--- src/rtl/led_pkg.sv ---
// Shared definitions for the LED blink-rate decoder: base count, divider range,
// counter type, FSM state encoding and the expected-interval table builder.
package led_pkg;

  localparam int unsigned CNT_1S  = 100_000_000;
  localparam int unsigned DIV_MAX = 20;
  localparam int unsigned CNT_W   = 28;

  typedef logic [CNT_W-1:0] cnt_t;

  typedef enum logic [1:0] {
    ST_IDLE    = 2'd0,
    ST_MEASURE = 2'd1,
    ST_SEARCH  = 2'd2,
    ST_REPORT  = 2'd3
  } led_state_e;

  // Entry d holds the toggle interval produced by divider d: base/d + 1.
  typedef logic [DIV_MAX:1][CNT_W-1:0] exp_tab_t;

  function automatic exp_tab_t build_exp_tab(input int unsigned base);
    exp_tab_t tab;
    tab = '0;
    for (int unsigned d = 1; d <= DIV_MAX; d++) begin
      tab[d[4:0]] = cnt_t'(base / d + 1);
    end
    return tab;
  endfunction

endpackage

--- src/rtl/led_sync_edge.sv ---
// Two-flop synchronizer for an asynchronous pin followed by a registered
// toggle detect: one-cycle pulse on every rise or fall of the synchronized level.
module led_sync_edge (
  input  logic clk,
  input  logic rst_n,
  input  logic i_async,
  output logic o_toggle
);

  logic r_meta;
  logic r_sync;
  logic r_level;
  logic r_toggle;

  always_ff @(posedge clk or negedge rst_n) begin
    if (!rst_n) begin
      r_meta   <= 1'b0;
      r_sync   <= 1'b0;
      r_level  <= 1'b0;
      r_toggle <= 1'b0;
    end else begin
      r_meta   <= i_async;
      r_sync   <= r_meta;
      r_level  <= r_sync;
      r_toggle <= r_sync ^ r_level;
    end
  end

  assign o_toggle = r_toggle;

endmodule

--- src/rtl/led_rate_dec.sv ---
// LED blink-rate decoder: measures the toggle interval of led_i and matches it
// against CNT_BASE/d + 1 for d = 1..20. Define LED_RATE_DEC_PERIOD_EN for period_o.
module led_rate_dec
  import led_pkg::*;
#(
  parameter int unsigned CNT_BASE = CNT_1S,
  parameter int unsigned TOL_CYC  = 16
) (
  input  logic        clk100,
  input  logic        rst_n,
  input  logic        led_i,
  output logic [4:0]  div_o,
  output logic        lock_o,
  output logic        valid_o,
  output logic        timeout_o
`ifdef LED_RATE_DEC_PERIOD_EN
  ,
  output logic [27:0] period_o
`endif
);

  localparam exp_tab_t       EXP   = build_exp_tab(CNT_BASE);
  localparam cnt_t           T_OUT = cnt_t'(2 * CNT_BASE);
  localparam logic [CNT_W:0] TOL   = (CNT_W + 1)'(TOL_CYC);
  localparam logic [4:0]     D_MAX = 5'(DIV_MAX);

  logic           w_toggle;
  logic [CNT_W:0] w_exp;
  logic [CNT_W:0] w_int;
  logic           w_match;
  logic           w_done;

  led_state_e     r_state;
  cnt_t           r_cnt;
  cnt_t           r_interval;
  logic [4:0]     r_idx;
  logic [4:0]     r_div;
  logic           r_lock;
  logic           r_valid;
  logic           r_timeout;

  led_sync_edge u_sync (
    .clk      (clk100),
    .rst_n    (rst_n),
    .i_async  (led_i),
    .o_toggle (w_toggle)
  );

  // r_idx walks the table 1..DIV_MAX, one entry per SEARCH cycle.
  assign w_exp   = {1'b0, EXP[r_idx]};
  assign w_int   = {1'b0, r_interval};
  assign w_match = (w_int + TOL >= w_exp) && (w_int <= w_exp + TOL);
  assign w_done  = (r_state == ST_SEARCH) && !w_toggle && (w_match || (r_idx == D_MAX));

  always_ff @(posedge clk100 or negedge rst_n) begin
    if (!rst_n) begin
      r_state    <= ST_IDLE;
      r_cnt      <= '0;
      r_interval <= '0;
      r_idx      <= 5'd1;
      r_div      <= '0;
      r_lock     <= 1'b0;
      r_valid    <= 1'b0;
      r_timeout  <= 1'b0;
    end else begin
      r_valid <= 1'b0;

      if (w_toggle) begin
        r_cnt     <= cnt_t'(1);
        r_timeout <= 1'b0;
      end else if (r_state != ST_IDLE && r_cnt != T_OUT) begin
        r_cnt <= r_cnt + cnt_t'(1);
      end

      case (r_state)
        ST_IDLE: begin
          if (w_toggle) begin
            r_state <= ST_MEASURE;
          end
        end

        ST_MEASURE, ST_REPORT: begin
          if (w_toggle) begin
            r_interval <= r_cnt;
            r_idx      <= 5'd1;
            r_state    <= ST_SEARCH;
          end else if (r_state == ST_MEASURE && r_cnt == T_OUT) begin
            r_timeout <= 1'b1;
            r_lock    <= 1'b0;
            r_div     <= '0;
            r_state   <= ST_IDLE;
          end else begin
            r_state <= ST_MEASURE;
          end
        end

        ST_SEARCH: begin
          // A new toggle abandons the current interval and restarts on the new one.
          if (w_toggle) begin
            r_interval <= r_cnt;
            r_idx      <= 5'd1;
          end else if (w_done) begin
            r_valid <= 1'b1;
            r_div   <= w_match ? r_idx : 5'd0;
            r_lock  <= w_match;
            r_state <= ST_REPORT;
          end else begin
            r_idx <= r_idx + 5'd1;
          end
        end

        default: begin
          r_state <= ST_IDLE;
        end
      endcase
    end
  end

`ifdef LED_RATE_DEC_PERIOD_EN
  logic [27:0] r_period;

  always_ff @(posedge clk100 or negedge rst_n) begin
    if (!rst_n) begin
      r_period <= '0;
    end else if (w_done) begin
      r_period <= r_interval;
    end
  end

  assign period_o = r_period;
`endif

  assign div_o     = r_div;
  assign lock_o    = r_lock;
  assign valid_o   = r_valid;
  assign timeout_o = r_timeout;

endmodule

--- config.mk ---
export PLATFORM = sky130hd
export DESIGN_NAME = led_rate_dec
export DESIGN_NICKNAME = d
export VERILOG_FILES = /design/src/rtl/led_pkg.sv /design/src/rtl/led_sync_edge.sv /design/src/rtl/led_rate_dec.sv
export SDC_FILE = /design/constraint.sdc
export NUM_CORES = 1
export LEC_CHECK = 0
export BUFFER_PORTS_ARGS = -buffer_cell sky130_fd_sc_hd__buf_4
export CORE_MARGIN = 2
export CORE_UTILIZATION = 40
export DETAILED_ROUTE_END_ITERATION = 6
export PLACE_DENSITY = 0.63
export RECOVER_POWER = 50
export SLEW_MARGIN = 0
export SYNTH_ARGS = -nofsm -noshare
export SYNTH_HDL_FRONTEND = slang
export SYNTH_SLANG_ARGS = --single-unit
--- constraint.sdc ---
create_clock -name clk100 -period 4.15 [get_ports clk100]
set_input_delay 0.6225 -clock clk100 [delete_from_list [all_inputs] [get_ports clk100]]
set_output_delay 0.6225 -clock clk100 [all_outputs]
set_load 0.02 [all_outputs]
==> impl_metrics.env <==
export IMPL_syn2layout_area_growth_pct=19.9
export IMPL_overflow=0
export IMPL_dp_hpwl_mm=11.6
export IMPL_grt_antenna_before_repair=0
export IMPL_clkLatencyLatePin_ps=350
export IMPL_hold_class="reg2reg"
export IMPL_yosysWarningCount=0
export IMPL_setup_violations=0
export IMPL_synth_cell_types=78
export IMPL_finalPower_uw=3220
export IMPL_grt_max_degree=76
export IMPL_io_pin_count=11
export IMPL_required_ps=4370
export IMPL_finalWirelength_mm=15.7
export IMPL_cap_violations=1
export IMPL_start_util=0.405
export IMPL_remaining_drc_errors=0
export IMPL_critPathLaunchType="flip-flop"
export IMPL_finClkSkew_ps=11.1
export IMPL_avgSynthCellArea_sq_um=8.92
export IMPL_slew_headroom=-0.239
export IMPL_synthFlopType="dfrtp_1"
export IMPL_syn_area_sq_mm=0.00582
export IMPL_ctsRootBufferMaster="clkbuf_16"
export IMPL_post_route_util=0.486
export IMPL_holdBufCountCts=0
export IMPL_stdcell_count=892
export IMPL_grt_first_pass_wirelength_mm=25.3
export IMPL_vias=5074
export IMPL_ant_nets=0
export IMPL_dp_cells=866
export IMPL_rsz0062_at_grt="yes"
export IMPL_clock_sinks=75
export IMPL_nets=772
export IMPL_die_w_um=125
export IMPL_synth_nets=722
export IMPL_power_density_mw_per_mm2=461
export IMPL_cts_htree_levels=3
export IMPL_ff2ff_path_depth=17
export IMPL_synth_edf_count=0
export IMPL_drt_first_pass_iters=5
export IMPL_timing_rr_start="r_idx[1]"
export IMPL_nFillCells=1296
export IMPL_globalRoute_busiestLayer="met2"
export IMPL_crit_start="r_idx[1]"
export IMPL_grt_usage=0.203
export IMPL_numCtsBuffers=9
export IMPL_peakVddDrop_v=0.000330
export IMPL_use_met3=0.0399
export IMPL_cts_tree="built"
export IMPL_cp_max_fo=6
export IMPL_layout_drive_gt1_share=0.229
export IMPL_coreArea_sq_mm=0.0144
export IMPL_antenna_cells=0
export IMPL_netlist_top_cells_area="dfrtp_1 (32%), ha_1 (14%), nand2_1 (5.8%), mux2_2 (4.8%), xor2_1 (4.7%)"
export IMPL_fp_dieH_um=125
export IMPL_synth_seq_area_share=0.322
export IMPL_gp_congestion=0.963
export IMPL_drt_initial_drc_count=368
export IMPL_critPathKind="reg2reg"
export IMPL_p_leak_uw=0.00324
export IMPL_ys_ff_latch=75
export IMPL_endpoint_kind="flip-flop"
export IMPL_synth_top_area_share=0.318
export IMPL_violations="max-capacitance violations, max-slew violations"
export IMPL_cp_arrival_ps=4310
export IMPL_netlist_instances=653
export IMPL_slew_viol_final=76
export IMPL_setup_tns_ps=0
export IMPL_grt_pass1_vias=4974
export IMPL_timing_fmax_mhz=245
export IMPL_grt_use_met2=0.311
export IMPL_io_buffers=10
export IMPL_rows=44
export IMPL_clk_pin_slew_worst_paths_ps=70
export IMPL_viasPerCell=5.69
export IMPL_synth_largest_area_cell="dfrtp_1"
export IMPL_clockBufferDepth=2
export IMPL_worst_pin_slew_ps=1860
export IMPL_r2r_end="r_idx[4]"
export IMPL_worstSetupEndpoint="r_idx[4]"
export IMPL_hold_slack_ps=360
export IMPL_async_flop_share=1.00
export IMPL_min_period_ps=4090
export IMPL_wl_per_cell_um=17.6
export IMPL_use_met1=0.279
export IMPL_hold_viol_final=0
export IMPL_status="complete, but fails checks"
export IMPL_post_route_period_util=0.985
export IMPL_dieArea_sq_mm=0.0155
export IMPL_r2r_slack_ps=60
[what timing repair did]
item,in CTS,in global routing
gates cloned,0,1
resized for setup,2,53
setup endpoints to repair,12,13
pin swaps,0,23
hold endpoints to repair,0,0
setup buffers,0,9
[cells in the final DEF (no fill, tap or decap), drive strengths merged, types with 11 or more instances in the layout]
master / netlist / layout
nand2: 90 / 90
dfrtp: 74 / 74
ha: 66 / 66
buf: 16 / 62
nor2: 56 / 56
o21ai: 39 / 39
a21oi: 38 / 38
xor2: 31 / 31
nand3: 26 / 26
xnor2: 25 / 25
mux2: 25 / 25
inv: 21 / 22
nand4: 15 / 15
nor3: 13 / 13
clkbuf: 9 / 11
[cell families after synthesis]
kind of cell	after synthesis	share of synthesized area
and+or+nand+nor	246	0.209
AOI/OAI and AO/OA	133	0.151
DFF	75	0.322
adders and majority gates	66	0.142
xor gates and xnor gates	56	0.0842
buffers and inverters	47	0.0363
muxes	29	0.0552
other	1	0.000644
[report_power, final]
group / leakage, uW / total, uW / switching [uW] / internal [uW]
clock network: 0.000156 / 851 / 321 / 530
logic: 0.00209 / 1490 / 876 / 618
registers: 0.000994 / 874 / 82.0 / 792
[Yosys cell counts (all sizes together), types with 3 or more instances]
master  number
nand2       90
dfrtp       74
ha          66
nor2        56
o21ai       39
a21oi       38
xor2        31
nand3       26
mux2        25
xnor2       25
inv         21
buf         16
nand4       15
nor3        13
clkbuf       9
and2         7
and4         7
and3         6
nand2b       6
nor4         6
a31oi        5
mux2i        4
o211ai       4
a211oi       3
a21o         3
a22oi        3
nor4b        3
o21a         3
o22ai        3
o31ai        3
o32ai        3
[state kept, by name (all words and copies together) (netlist names)]
register and cells:
u_sync.o_toggle 1, r_idx 5, timeout_o 1, lock_o 1, u_sync.r_meta 1, u_sync.r_level 1
r_cnt 28, u_sync.r_sync 1, r_state 2, r_interval 28, valid_o 1, div_o 5
[cell type report]
cell class | instances | area (sq um) | area share
flip-flops and latches | 75 | 1880 | 0.269
repair buffers | 64 | 502 | 0.0718
well taps | 184 | 230 | 0.0330
inverters | 22 | 86.3 | 0.0124
multi-input cells | 531 | 3960 | 0.567
clock inverters | 7 | 98.8 | 0.0142
clock buffers | 9 | 225 | 0.0322
[per-layer routing]
| metal | up-vias | part of all wire |
|---|---|---|
| met5 | - | 0 |
| met4 | 0 | 0.036 |
| met3 | 42 | 0.046 |
| li1 | 2445 | - |
| met2 | 147 | 0.45 |
| met1 | 2440 | 0.47 |
[worst min-delay path by stage]
stage          slack [ps]             to  depth (start not counted)     startpoint
3_3_place_gp          340  u_sync.r_sync                          0  u_sync.r_meta
6_report              360  u_sync.r_sync                          0  u_sync.r_meta
3_5_place_dp          340  u_sync.r_sync                          0  u_sync.r_meta
4_1_cts               360  u_sync.r_sync                          0  u_sync.r_meta
2_1_floorplan         330       div_o[0]                          0          rst_n
5_1_grt               380  u_sync.r_sync                          0  u_sync.r_meta
[metrics by stage]
step / setup slack, ps / instance area, sq um
after detailed placement: -106 / 6350
after CTS: 4.41 / 6680
after global placement: -31.3 / 6350
after floorplan: 69.2 / 5820
after global routing: -159 / 6980
final: 60.7 / 6980
[critical path, cell delays in order (launching register included)]
cell and delay, ps:
dfrtp_2 430, clkinvlp_4 210, ha_1 290, nand2b_1 200, o211ai_1 120, o21ai_0 120
o21ai_0 300, nand2_2 140, o41a_1 370, ha_4 280, nand4_1 150, nor3_1 260
a22o_1 250, a2111oi_4 60, o32ai_4 250, nor2_4 110, o311ai_4 280, o41ai_4 130
Note: power is estimated with default switching activity, not from simulation.
